## src/rtl/line_sensor_adc.sv

```systemverilog
// SPI front end for the 8-channel 12-bit ADC: polls left/centre/right reflectance
// channels in rotation and turns each sweep into a hysteresis-filtered line vector.
module line_sensor_adc #(
   parameter int unsigned CLK_DIV   = 25,
   parameter logic [2:0]  CH_LEFT   = 3'd0,
   parameter logic [2:0]  CH_CENTER = 3'd1,
   parameter logic [2:0]  CH_RIGHT  = 3'd2,
   parameter logic [11:0] THRESH_HI = 12'd1800,
   parameter logic [11:0] THRESH_LO = 12'd1400,
   parameter int unsigned GAP_CYC   = 50
) (
   input  logic        clk,
   input  logic        rst_n,
   output logic        adc_cs_n,
   output logic        adc_sck,
   output logic        adc_din,
   input  logic        adc_dout,
   output logic [2:0]  adc_data,
   output logic        sensor_valid,
   output logic [11:0] raw_left,
   output logic [11:0] raw_center,
   output logic [11:0] raw_right
);

   typedef enum logic [1:0] {S_GAP, S_FRAME, S_LATCH} state_e;

   localparam int GW = (GAP_CYC > 1) ? $clog2(GAP_CYC) : 1;
   localparam logic [GW-1:0] GAP_LAST   = GW'(GAP_CYC - 1);
   localparam logic [7:0]    DIV_LAST   = 8'(CLK_DIV - 1);
   localparam logic [5:0]    HALF_LAST  = 6'd32;
   localparam logic [5:0]    HALF_DATA0 = 6'd10;
   localparam logic [1:0]    SEL_L = 2'd0;
   localparam logic [1:0]    SEL_C = 2'd1;
   localparam logic [1:0]    SEL_R = 2'd2;

   state_e        state_q, state_d;
   logic [GW-1:0] gap_cnt_q, gap_cnt_d;
   logic [7:0]    div_cnt_q, div_cnt_d;
   logic [5:0]    half_q, half_d;
   logic          cs_n_q, cs_n_d;
   logic          sck_q, sck_d;
   logic          din_q, din_d;
   logic          sync1_q, sync2_q;
   logic [11:0]   res_q, res_d;
   logic [1:0]    cur_sel_q, cur_sel_d;
   logic [1:0]    prev_sel_q, prev_sel_d;
   logic          dummy_q, dummy_d;
   logic [11:0]   stg_l_q, stg_l_d;
   logic [11:0]   stg_c_q, stg_c_d;
   logic [11:0]   raw_l_q, raw_l_d;
   logic [11:0]   raw_c_q, raw_c_d;
   logic [11:0]   raw_r_q, raw_r_d;
   logic [2:0]    data_q, data_d;
   logic          valid_q, valid_d;
   logic [15:0]   frame_word;

   function automatic logic [2:0] sel_addr(input logic [1:0] sel);
      case (sel)
         SEL_C:   return CH_CENTER;
         SEL_R:   return CH_RIGHT;
         default: return CH_LEFT;
      endcase
   endfunction

   function automatic logic [1:0] sel_next(input logic [1:0] sel);
      case (sel)
         SEL_L:   return SEL_C;
         SEL_C:   return SEL_R;
         default: return SEL_L;
      endcase
   endfunction

   function automatic logic hyst(input logic [11:0] raw, input logic prev);
      if (raw >= THRESH_HI)
         return 1'b1;
      else if (raw < THRESH_LO)
         return 1'b0;
      else
         return prev;
   endfunction

   always_ff @(posedge clk or negedge rst_n) begin
      if (!rst_n) begin
         state_q    <= S_GAP;
         gap_cnt_q  <= '0;
         div_cnt_q  <= '0;
         half_q     <= '0;
         cs_n_q     <= 1'b1;
         sck_q      <= 1'b1;
         din_q      <= 1'b0;
         sync1_q    <= 1'b0;
         sync2_q    <= 1'b0;
         res_q      <= '0;
         cur_sel_q  <= SEL_L;
         prev_sel_q <= SEL_L;
         dummy_q    <= 1'b1;
         stg_l_q    <= '0;
         stg_c_q    <= '0;
         raw_l_q    <= '0;
         raw_c_q    <= '0;
         raw_r_q    <= '0;
         data_q     <= '0;
         valid_q    <= 1'b0;
      end else begin
         state_q    <= state_d;
         gap_cnt_q  <= gap_cnt_d;
         div_cnt_q  <= div_cnt_d;
         half_q     <= half_d;
         cs_n_q     <= cs_n_d;
         sck_q      <= sck_d;
         din_q      <= din_d;
         sync1_q    <= adc_dout;
         sync2_q    <= sync1_q;
         res_q      <= res_d;
         cur_sel_q  <= cur_sel_d;
         prev_sel_q <= prev_sel_d;
         dummy_q    <= dummy_d;
         stg_l_q    <= stg_l_d;
         stg_c_q    <= stg_c_d;
         raw_l_q    <= raw_l_d;
         raw_c_q    <= raw_c_d;
         raw_r_q    <= raw_r_d;
         data_q     <= data_d;
         valid_q    <= valid_d;
      end
   end

   always_comb begin
      state_d    = state_q;
      gap_cnt_d  = gap_cnt_q;
      div_cnt_d  = div_cnt_q;
      half_d     = half_q;
      cs_n_d     = cs_n_q;
      sck_d      = sck_q;
      din_d      = din_q;
      cur_sel_d  = cur_sel_q;
      prev_sel_d = prev_sel_q;
      dummy_d    = dummy_q;
      stg_l_d    = stg_l_q;
      stg_c_d    = stg_c_q;
      raw_l_d    = raw_l_q;
      raw_c_d    = raw_c_q;
      raw_r_d    = raw_r_q;
      data_d     = data_q;
      valid_d    = 1'b0;
      frame_word = {2'b00, sel_addr(cur_sel_q), 11'b0};

      // Sync delay is two clks, so sample one clk into the high half: the bit
      // taken is the one that was on adc_dout when SCK rose.
      res_d = res_q;
      if (state_q == S_FRAME && !half_q[0] && half_q >= HALF_DATA0 && div_cnt_q == 8'd1)
         res_d = {res_q[10:0], sync2_q};

      case (state_q)
         S_GAP: begin
            if (gap_cnt_q == GAP_LAST) begin
               state_d   = S_FRAME;
               cs_n_d    = 1'b0;
               div_cnt_d = '0;
               half_d    = '0;
            end else begin
               gap_cnt_d = gap_cnt_q + GW'(1);
            end
         end
         S_FRAME: begin
            if (div_cnt_q != DIV_LAST) begin
               div_cnt_d = div_cnt_q + 8'd1;
            end else begin
               div_cnt_d = '0;
               if (half_q == HALF_LAST) begin
                  // End of frame: result is for the channel addressed last frame.
                  state_d    = S_LATCH;
                  cs_n_d     = 1'b1;
                  din_d      = 1'b0;
                  prev_sel_d = cur_sel_q;
                  cur_sel_d  = sel_next(cur_sel_q);
                  if (dummy_q) begin
                     dummy_d = 1'b0;
                  end else begin
                     case (prev_sel_q)
                        SEL_L: stg_l_d = res_d;
                        SEL_C: stg_c_d = res_d;
                        default: begin
                           raw_l_d = stg_l_q;
                           raw_c_d = stg_c_q;
                           raw_r_d = res_d;
                           data_d  = {hyst(stg_l_q, data_q[2]),
                                      hyst(stg_c_q, data_q[1]),
                                      hyst(res_d,   data_q[0])};
                           valid_d = 1'b1;
                        end
                     endcase
                  end
               end else begin
                  half_d = half_q + 6'd1;
                  if (!half_q[0]) begin
                     sck_d = 1'b0;
                     din_d = frame_word[~half_q[4:1]];
                  end else begin
                     sck_d = 1'b1;
                  end
               end
            end
         end
         S_LATCH: begin
            state_d   = S_GAP;
            gap_cnt_d = '0;
         end
         default: state_d = S_GAP;
      endcase
   end

   assign adc_cs_n     = cs_n_q;
   assign adc_sck      = sck_q;
   assign adc_din      = din_q;
   assign adc_data     = data_q;
   assign sensor_valid = valid_q;
   assign raw_left     = raw_l_q;
   assign raw_center   = raw_c_q;
   assign raw_right    = raw_r_q;

endmodule

```

## config.mk

```make
export PLATFORM = sky130hd
export DESIGN_NAME = line_sensor_adc
export DESIGN_NICKNAME = d
export VERILOG_FILES = /design/src/rtl/line_sensor_adc.sv
export SDC_FILE = /design/constraint.sdc
export NUM_CORES = 1
export LEC_CHECK = 0
export ABC_AREA = 1
export CAP_MARGIN = 30
export CORE_MARGIN = 5
export CORE_UTILIZATION = 50
export DETAILED_ROUTE_END_ITERATION = 10
export GPL_TIMING_DRIVEN = 0
export PLACE_DENSITY = 0.74
export SYNTH_ARGS = -nofsm -noshare
export SYNTH_HDL_FRONTEND = slang
export SYNTH_SLANG_ARGS = --single-unit
```

## constraint.sdc

```tcl
create_clock -name clk -period 1.65 [get_ports clk]
set_input_delay 0.2475 -clock clk [delete_from_list [all_inputs] [get_ports clk]]
set_output_delay 0.2475 -clock clk [all_outputs]
set_load 0.1 [all_outputs]
```

Word-level counts from Yosys, hierarchy flattened
Index checks and enable logic that the tools add are counted.
- $lt $le $gt $ge: 8
- mux-type cells: 36
- bitwise gates (word level): 5
- add/subtract/negate cells: 3
- eq/ne operators: 15
- reductions and logical operators: 27
- operators with widths (kind ; number):
    $ge A12 B11 Y1 const B ; 3
    $lt A12 B11 Y1 const B ; 3
    $mux W6 ; 4
    $pmux W6 S2 ; 2
    $mux W1 ; 18
    $reduce_and A6 Y1 ; 3
    $mux W8 ; 2
    $pmux W8 S2 ; 1
    $reduce_and A5 Y1 ; 3
    $add A6 B1 Y6 const B ; 2
    $eq A6 B6 Y1 const B ; 2
    $mux W12 ; 1
    $pmux W2 S2 ; 3
    $reduce_and A3 Y1 ; 4
    $reduce_bool A2 Y1 ; 5
    $add A8 B1 Y8 const B ; 1
    $eq A8 B1 Y1 const B ; 1
    $ne A2 B2 Y1 const B ; 4
    $ne A8 B5 Y1 const B ; 1
    $reduce_and A4 Y1 ; 2
    $eq A2 B1 Y1 const B ; 3
    $ge A6 B4 Y1 const B ; 1
    $logic_not A2 Y1 ; 3
    $mux W2 ; 3
    other kinds (11) ; 19
- input port bits: 3
- register bits after elaboration: 108
- word-level logic and storage cells: 116
- output and inout port bits: 43

Logic depth before layout (Yosys ltp)
Gate-level depths: netlist of run 1.
- depth in word-level cells: 8
- gate-level depth with buffers: 18
- mapped depth without buffers: 18

Worst setup path after synthesis of run 1
OpenSTA, ideal clock, no wires.
- path kind: register -> register
- start: register div_cnt_q[1]
- end: register data_q[0], in the netlist adc_data[0]
- slack: -0.125 ns
- stages on the path, launching flop included: 14
- period minus slack after synthesis: 1.775 ns
- arrival time: 1.659 ns
- cells stage by stage: dfrtp_1 -> inv_1 -> ha_1 -> nand2_1 -> nor2_1 -> nand3_4 -> o21ai_1 -> nor2_1 -> nand2_1 -> nand2_1 -> nand2_1 -> nand2_1 -> nand2_1 -> nand2_1
- cells in the longest elaborated chain, start to end: 6
- RTL lines (item ; line ; source):
    start, declared ; 38 ; logic [7:0] div_cnt_q, div_cnt_d;
    start signal, assigned ; 107 ; div_cnt_q <= div_cnt_d;
    $eq A8 B1 Y1 ; 151 ; if (state_q == S_FRAME && !half_q[0] && half_q >= HALF_DATA0 && div_cnt_q == 8'd1)
    $logic_and A1 B1 Y1 ; 151 ;
    $mux W12 ; 151 ;
    $ge A12 B11 Y1 / $lt A12 B11 Y1 (equally long branches) ; 74, 76 ;
    $reduce_bool A2 Y1 (no source line) ; -- ;
    $reduce_and A6 Y1 (no source line) ; -- ;
    end signal, assigned ; 123 ; data_q <= data_d;
    end, declared ; 53 ; logic [2:0] data_q, data_d;
Several ways; a longest one is shown, not always the timed one.
A chain may end at the register's enable or synchronous reset.

Worst setup path in the final report of run 1
Ends and elaborated chain as after synthesis.

==> metrics.yaml, run 1 <==
outcome: "finished with violations"
violations: "negative setup slack"
synth_top_family_by_area: "simple AND/OR/NAND/NOR gates"
start_util_pct: 50.4
met1_usage_pct: 29.2
die_x_um: 109
htree_levels: 3
final_cell_mix: "104 x dfrtp_1, 68 x nand2_1, 58 x inv_1, 48 x nand2_2, 42 x buf_4"
fp.dieH_um: 109
ys_ff_latch: 108
swShare_pct: 22.8
die-area_um2: 11800
cts_tree: "yes"
finalWorstSetupSlack_ns: -0.373
maxCapViolations: 0
clkPwrFrac_pct: 36.7
muxShareOfSynthArea_pct: 0
grt_use_met2_pct: 40.8
grt_pass1_vias: 4504
p_switching_w: 0.000978
cellPowerDensity_nw_per_um2: 601
synth-compound-area-share_pct: 11.6
power_w: 0.00428
cp.arrival_ns: 2.35
intPower_w: 0.00330
period_share_pct: 123
r2r_end: "adc_data[0]"
setup_violations: 91
cts_root_buf: "clkbuf_8"
drcViolationCount: 0
finalClockSkew_ns: 0.0102
place_congestion: 0.895
io_pins: 46
holdWs_ns: 0.295
clk_latency_ns: 0.38
max_freq_mhz: 494
max-vdd-ir-drop_mv: 0.414
crit_path_end: "adc_data[0]"
syn_inst: 557
first_pass_iters: 5
std_cell_rows: 36
io_buffers: 45
synth_fa_ha_area_share_pct: 2.06
hold_class: "input port to flip-flop"
viasPerCell: 5.79
seq_area_frac_synth_pct: 55.7
period_needed_ns: 2.02
criticalPathCategory: "flip-flop to flip-flop"
crit_path_max_fanout: 10
final_core_util_pct: 74.0
clock-sinks: 108
syn-cell-area_um2: 4860
clk_pin_slew_ns: 0.10
slew_headroom_pct: 62.0
totalWireLength_mm: 15.8
startpoint: "div_cnt_q[1]"
grt_use_met3_pct: 4.50
drt_iter0_markers: 365
rsz0062_at_grt: "true"
yosysWarnings: 0
synth_simple_gate_area_share_pct: 23.2
final_common_cell: "dfrtp_1"
critPathRequiredTime_ns: 1.97
wl_per_cell_um: 19.3
start_kind: "flip-flop"
dp_hpwl_mm: 7.85
grt.busiest_layer: "met2"
fill_cells: 583
fp.coreArea_um2: 9640
vias: 4716
drive_above_1_share_pct: 44.1
reg2reg_from: "div_cnt_q[1]"
syn2layout_area_growth_pct: 46.6
p_seq_share_pct: 61.8
worst_pin_slew_ns: 0.569
pwr-share-comb_pct: 1.5
ant_nets: 0
synth.distinct_cells: 40
crit_path_end_kind: "flip-flop"
leakage_nw: 3.19
antenna_found_initial: 0
syn-num-nets: 568
cts_buffer_depth: 2
synth-xor-area-share_pct: 0.360
rrSetupSlack_ns: -0.37
drv_slew: 0
synth_area_per_cell_um2: 8.73
grt_pass1_wl_mm: 21.6
nets: 688
rr_worst_depth: 16
diodes: 0
overflow: 0
grt_max_degree: 68
grt_use_total_pct: 23.4
cts-buffers-inserted: 9
hold_viol: 0
==> how the worst min path moves through the flow <==
stage	to	cells after the start	slack [ns]	start
after floorplan	adc_data[0]	0	-0.05	rst_n
after global placement	sync2_q	0	0.33	sync1_q
after detailed placement	div_cnt_q[0]	1	0.28	rst_n
after CTS	sync1_q	1	0.29	adc_dout
after global routing	sync1_q	1	0.28	adc_dout
final	sync1_q	1	0.29	adc_dout
==> sequential cells by signal, indices dropped and copies added (netlist names), 2 cells and up <==
register	flops
prev_sel_q	2
raw_left	12
stg_l_q	12
gap_cnt_q	6
adc_data	3
div_cnt_q	8
half_q	6
res_q	12
stg_c_q	12
cur_sel_q	2
raw_center	12
state_q	2
raw_right	12
==> repair_timing <==
action / 4_1_cts / 5_1_grt
gates cloned: 8 / 1
gates resized for setup: 291 / 139
pin swaps: 31 / 32
hold buffers: 1 / 0
hold endpoints to repair: 39 / 0
endpoints found under the setup margin: 131 / 95
setup buffers: 39 / 16
==> power by group through the flow <==
| stage | clock (W) | combinational [W] | sequential (W) |
|---|---|---|---|
| after floorplan | 0 | 0.000000000849 | 0.00270 |
| after global placement | 0 | 0.0000552 | 0.00270 |
| after detailed placement | 0 | 0.0000645 | 0.00270 |
| after CTS | 0.00157 | 0.0000664 | 0.00265 |
| after global routing | 0.00170 | 0.0000758 | 0.00265 |
| final | 0.00157 | 0.0000637 | 0.00265 |
==> synthesized netlist by cell type (all sizes together) <==
master | number | share of area, %
o21a | 2 | 0.31
ha | 8 | 2.1
a31oi | 1 | 0.13
buf | 5 | 0.51
o31ai | 1 | 0.15
nand3 | 16 | 2.4
and3 | 1 | 0.13
a211oi | 2 | 0.31
o22ai | 3 | 0.39
inv | 78 | 6.1
xnor2 | 1 | 0.18
xor2 | 1 | 0.18
clkinv | 1 | 0.10
nand4 | 17 | 2.3
nor3b | 2 | 0.31
dfrtp | 105 | 54
nor2 | 43 | 4.2
a21oi | 18 | 1.9
o21ai | 73 | 7.5
o21bai | 1 | 0.15
o32ai | 2 | 0.36
nand2 | 149 | 12
o221ai | 2 | 0.36
clkbuf | 6 | 0.46
nand3b | 1 | 0.15
dfstp | 3 | 1.6
nor3 | 12 | 1.3
nor4 | 3 | 0.39
==> stage by stage <==
stage	setup TNS, ns	instance area [um2]	instances	setup WS, ns
final	-20.77	7130	815	-0.373
after global routing	-27.82	7130	815	-0.461
after CTS	-9.82	6630	800	-0.257
after detailed placement	-39.25	5530	736	-0.614
after global placement	-415.79	5500	735	-3.58
after floorplan	-3.68	4890	557	-0.0750
==> cell type report <==
class | instances | area, um2 | area share, %
clock buffers | 12 | 155 | 2.18
repair buffers | 109 | 1080 | 15.1
multi-input cells | 359 | 2470 | 34.7
well taps | 133 | 166 | 2.33
inverters | 79 | 332 | 4.65
flip-flops and latches | 108 | 2710 | 38.0
clock inverters | 4 | 31.3 | 0.439
plain buffers | 11 | 186 | 2.61
==> worst max-delay path, stage by stage (launching register included) <==
cell      delay (ns)
dfrtp_1         0.41
inv_2           0.12
ha_4            0.15
nand2_2         0.05
nor2_2          0.10
nand2_2         0.10
clkinv_4        0.09
nand2_8         0.06
nor2_8          0.12
inv_6           0.05
nor2_8          0.15
nand2_4         0.11
inv_4           0.15
nand2_1         0.12
nand2_1         0.08
inv_1           0.04
nand2_1         0.05
==> layer usage <==
layer,up-vias,share of wire (%)
met5,-,0
met4,0,5.2
met3,85,6.7
met2,227,50
met1,2349,39
li1,2055,-
==> cells by family (layout without fill, tap and decap cells) <==
family / count (synthesis) / in the layout
compound gates: 105 / 105
xor+xnor: 2 / 2
fa+ha+maj: 8 / 8
buf+inv: 90 / 215
flops: 108 / 108
simple gates: 244 / 244
No activity file was read; power rests on OpenSTA's default activity.
==> run 2: changes to the inputs <==
--- a/config.mk
+++ b/config.mk
@@ -8,10 +8,9 @@
 export ABC_AREA = 1
 export CAP_MARGIN = 30
 export CORE_MARGIN = 5
-export CORE_UTILIZATION = 50
+export CORE_UTILIZATION = 35
 export DETAILED_ROUTE_END_ITERATION = 10
 export GPL_TIMING_DRIVEN = 0
-export PLACE_DENSITY = 0.74
 export SYNTH_ARGS = -nofsm -noshare
 export SYNTH_HDL_FRONTEND = slang
 export SYNTH_SLANG_ARGS = --single-unit
==> constraint.sdc (replaced) <==
create_clock -name clk -period 1.9 [get_ports clk]
set_input_delay 0.285 -clock clk [delete_from_list [all_inputs] [get_ports clk]]
set_output_delay 0.285 -clock clk [all_outputs]
set_load 0.1 [all_outputs]
==> metrics.yaml, run 2 (synthesis gave the netlist of run 1 again) <==
setup_violations: 5
leakage_nw: 3.21
maxCapViolations: 0
antenna_found_initial: 0
finalWorstSetupSlack_ns: -0.0801
viasPerCell: 4.91
first_pass_iters: 5
period_share_pct: 104
grt_max_degree: 61
die_x_um: 128
grt_pass1_vias: 4060
postPlaceCellArea_um2: 5560
holdWs_ns: 0.356
slew_headroom_pct: 35.7
nets: 679
overflow: 0
crit_path_end_kind: "flip-flop"
totalWireLength_mm: 12.8
hold_viol: 0
swShare_pct: 23.4
final_common_cell: "dfrtp_1"
cts_root_buf: "clkbuf_16"
hold_class: "flip-flop to flip-flop"
clkPwrFrac_pct: 44.2
start_util_pct: 35.3
violations: "negative setup slack"
pre_cts_slack_ns: -0.488
htree_levels: 3
fin_tns_setup_ns: -0.122
p_switching_w: 0.000985
max_freq_mhz: 505
syn2layout_area_growth_pct: 41.1
diodes: 0
clk_latency_ns: 0.36
clk_pin_slew_ns: 0.08
power_w: 0.00422
pwr-share-comb_pct: 1.3
drcViolationCount: 0
wl_per_cell_um: 15.1
finalClockSkew_ns: 0.0158
drive_above_1_share_pct: 32.2
rsz0062_at_grt: "true"
ant_nets: 0
worst_pin_slew_ns: 0.968
cp.arrival_ns: 2.23
io_buffers: 45
vias: 4189
grt_use_total_pct: 14.8
cts_buffer_depth: 2
grt_pass1_wl_mm: 19.6
cellPowerDensity_nw_per_um2: 615
p_seq_share_pct: 54.5
cts_tree: "yes"
intPower_w: 0.00323
dp_hpwl_mm: 8.25
die-area_um2: 16300
drt_iter0_markers: 286
final_area_um2: 6860
fp.coreArea_um2: 13800
rr_worst_depth: 17
whs_path_depth: 0
place_congestion: 0.804
critPathRequiredTime_ns: 2.15
outcome: "finished with violations"
period_needed_ns: 1.98
criticalPathCategory: "flip-flop to flip-flop"
drv_slew: 0
final_cell_mix: "103 x dfrtp_1, 92 x nand2_1, 61 x inv_1, 42 x nand2_2, 42 x buf_4"
io_pins: 46
cts-buffers-inserted: 9
crit_path_max_fanout: 7
max-vdd-ir-drop_mv: 0.457
fp.dieH_um: 128
std_cell_rows: 43
clock-sinks: 108
start_kind: "flip-flop"
-- run 2: what timing repair did --
item                                    in CTS  in global routing
buffers inserted                            22                 24
hold buffers                                 1                  0
cloned                                       1                  6
endpoints found under the setup margin     122                 80
pin swaps                                    8                 43
gates resized for setup                    107                169
hold endpoints to repair                    14                  0
-- run 2: path summary, 6_finish.rpt --
check	start	to	slack [ns]
min in group asynchronous	rst_n	div_cnt_q[1]	0.50
worst max-delay path	half_q[0]	adc_data[0]	-0.08
worst min register to register	sync1_q	sync2_q	0.36
worst max register to register	half_q[0]	adc_data[0]	-0.08
worst min-delay path	sync1_q	sync2_q	0.36
max in group asynchronous	rst_n	adc_sck	0.66
-- run 2: area by class of cell --
type	instances	area [um2]
Buffer	11	146
Clock buffer	9	225
Clock inverter	7	71.3
Fill cell	1253	6910
Inverter	79	319
Multi-Input combinational cell	360	2220
Sequential cell	108	2710
Tap cell	180	225
Timing Repair Buffer	99	943
-- run 2: power by group through the flow --
stage | Sequential (W) | Combinational [W] | Clock [W]
floorplan | 0.00235 | 0.000000000834 | 0
global placement | 0.00235 | 0.0000499 | 0
detailed placement | 0.00234 | 0.0000577 | 0
CTS | 0.00230 | 0.0000594 | 0.00188
global route | 0.00230 | 0.0000660 | 0.00200
finish | 0.00230 | 0.0000552 | 0.00186
-- run 2: metal layers --
| metal | wire length [um] | global-route usage (%) | part of all wire [%] |
|---|---|---|---|
| met1 | 5410 | 19.4 | 42 |
| met5 | 0 | 0 | 0 |
| met3 | 613 | 2.58 | 4.8 |
| met2 | 6580 | 24.4 | 51 |
| met4 | 235 | 5.99 | 1.8 |
-- run 2: worst max-delay path, stage by stage (launching register included) --
cell,delay (ns)
dfrtp_1,0.41
inv_4,0.11
ha_4,0.14
inv_2,0.03
nand2_1,0.08
nand2_2,0.08
nand2_4,0.13
nand3_4,0.18
nand2_1,0.10
nand2_1,0.08
nor2_1,0.12
nand3_1,0.08
nand2_1,0.07
nand2_1,0.05
nand2_1,0.05
nand2_1,0.06
nand2_1,0.06
nand2_1,0.05
-- run 2: stage by stage --
step	util, %	cells
floorplan	-	557
global placement	40.2	782
detailed placement	40.4	783
CTS	44.8	823
global route	49.8	853
finish	49.8	853
==> RTL edit: new RTL, config.mk and constraints of run 2 <==
The 3 states of `state_e` get a one-hot encoding in 3 bits.
--- a/src/rtl/line_sensor_adc.sv
+++ b/src/rtl/line_sensor_adc.sv
@@ -22,7 +22,7 @@
    output logic [11:0] raw_right
 );
 
-   typedef enum logic [1:0] {S_GAP, S_FRAME, S_LATCH} state_e;
+   typedef enum logic [2:0] {S_GAP = 3'b001, S_FRAME = 3'b010, S_LATCH = 3'b100} state_e;
 
    localparam int GW = (GAP_CYC > 1) ? $clog2(GAP_CYC) : 1;
    localparam logic [GW-1:0] GAP_LAST   = GW'(GAP_CYC - 1);
Check against the original RTL: same outputs for any inputs over 10 cycles, from zero or initial values and one cycle with rst_n low; not proved beyond that.
==> RTL edit against run 2 <==
- synthesized cell count fell by 1.6%
- area after synthesis rose by 4.7%
- final cell count fell by 4.0%
- total power barely moved
- the run still ends with setup timing left
- routed wire length fell by 8.9%
- worst setup slack improved by 0.064 ns
- count of clock-buffer cells in the layout rose by 1
- clock skew fell by 0.0090 ns
- highest routed layer unchanged
- design area fell by 6.2%
- largest power group unchanged
- non-clock buffer count fell by 27
- sequential cell count rose by 1
==> RTL edit: results (changes against run 2) <==
Detailed routing
  • Vias: 4019 (was 4189)
  • DR WL met2: 5630 µm (was 6580 µm)
  • Wl on met1: 5320 µm (was 5410 µm)
  • DR pass1 iterations: 4 (was 5)
  • Routed wl met3: 482 µm (was 613 µm)
  • DRT Wirelength: 11700 µm (was 12800 µm)
  • 1st-iter DRT viols: 265 (was 286)
  • WL/cell: 14.3 µm (was 15.1 µm)

Clocking
  • Worst skew pair latency: 0.35 ns
  • Setup bufs post-CTS: 10 (was 22)
  • Post-CTS Resized: 73 (was 107)
  • Clock buffer depth: 2 (unchanged)
  • Clk slew on worst S/H paths: 0.07 ns

Synth
  • Average size of a mapped cell: 9.29 µm² (was 8.73 µm²)
  • Most used DFF post-synth: dfrtp_1 (unchanged)
  • Cell variety after synth: 37 (was 40)
  • Top cells by count, synth: 146 x nand2_1, 105 x dfrtp_1, 56 x inv_1 (was 144 x nand2_1, 105 x dfrtp_1, 71 x inv_1)
  • Synth top area cells: dfrtp_1 52%, nand2_1 11%, o21ai_2 5.0% (was dfrtp_1 54%, nand2_1 11%, inv_1 5.5%)
  • Syn_nets: 559 (was 568)
  • Sequential area share after synthesis: 53.7% (was 55.7%)

Finish
  • Nets: 641 (was 679)
  • Filler cells: 1380 (was 1253)
  • Core Util, Final: 44.8% (was 49.8%)
  • Fraction of layout cells with a size suffix above 1: 25.4% (was 32.2%)

Placed design
  • PortBufs: 45 (unchanged)
  • DP Worst Slack: -0.192 ns (was -0.488 ns)
  • DP HPWL: 8060 µm (was 8250 µm)
  • Post-placement cell count: 778 (was 783)
  • Placer congestion estimate: 0.831 (was 0.804)
  • Placed Area: 5790 µm² (was 5560 µm²)

Run status
  • Status: finished with violations (unchanged)
  • Violations in the final reports: setup timing (unchanged)

Global routing
  • GR Util All Layers: 14.4% (was 14.8%)
  • First-pass GRT wire length: 19300 µm (was 19600 µm)
  • M3 GR Usage: 3.01% (was 2.58%)
  • Pin count of the biggest net entering global routing: 68 (was 61)
  • Met1 GRT Util: 19.6% (was 19.4%)
  • Met2 usage: 22.8% (was 24.4%)

STA
  • Setup TNS Final: -0.0160 ns (was -0.122 ns)
  • Worst setup margin: -0.0160 ns (was -0.0801 ns)
  • Hold WS: 0.357 ns (was 0.356 ns)
  • Slew headroom: 35.8% (was 35.7%)
  • Fin Clk Skew: 0.00687 ns (was 0.0158 ns)
  • Final-report setup violation count: 1 (was 5)

Pwr
  • Maximum VDD drop: 0.492 mV (was 0.457 mV)
  • P_leak: 3.05 nW (was 3.21 nW)

Setup path
  • Worst-case reg-to-reg path depth: 18 (was 17)
  • Worst EP arrival: 2.17 ns (was 2.23 ns)
  • CP peak stage delay: 0.39 ns (was 0.41 ns)

Hold path
  • Hold WC Path Type: flop to flop (unchanged)
  • Worst Hold Path EP: sync2_q$_DFF_PN0_ (unchanged)
-- RTL edit: cell count changes in the layout (fill, tap and decap cells not counted), moves of 9 or more --
cell and change:
buf_4 -17, o21ai_2 +9, nand2_2 -31, nand2_1 +42, dlygate4sd2_1 +10, nor2_1 -9
-- RTL edit: how the worst max path moves through the flow --
stage / cells past startpoint / startpoint / end
floorplan: 18 / div_cnt_q[1]$_DFFE_PN0P_ / adc_data[0]$_DFFE_PN0P_
global placement: 1 / rst_n / raw_center[8]$_DFFE_PN0P_
detailed placement: 18 / div_cnt_q[1]$_DFFE_PN0P_ / adc_data[0]$_DFFE_PN0P_
CTS: 11 / half_q[0]$_DFFE_PN0P_ / raw_right[7]$_DFFE_PN0P_
global route: 17 / half_q[0]$_DFFE_PN0P_ / adc_data[0]$_DFFE_PN0P_
finish: 18 / half_q[0]$_DFFE_PN0P_ / adc_data[0]$_DFFE_PN0P_
-- RTL edit: area by class of cell --
class / instances / area share [%]
buffer: 12 / 2.29
clock buffer: 10 / 3.71
clock inverter: 6 / 0.700
inverter: 73 / 4.36
multi-input combinational: 354 / 33.0
sequential: 109 / 42.6
tap: 184 / 3.58
timing repair buffer: 71 / 9.82
-- RTL edit: cell families (layout without fill, tap and decap cells) --
| group | after synthesis | in the layout | synth area share [%] |
|---|---|---|---|
| DFF | 109 | 109 | 53.7 |
| xor gates and xnor gates | 3 | 3 | 0.516 |
| AOI/OAI and AO/OA | 104 | 104 | 13.1 |
| buffers and inverters | 85 | 172 | 8.04 |
| adders and majority gates | 8 | 8 | 1.97 |
| and+or+nand+nor | 239 | 239 | 22.7 |
-- RTL edit: power breakdown --
part           internal (mW)  leakage, nW  switching [mW]  total [mW]
registers               2.32         1.49        0.000467        2.32
clock network          0.939        0.144           0.907        1.85
logic                 0.0103         1.42          0.0454      0.0556
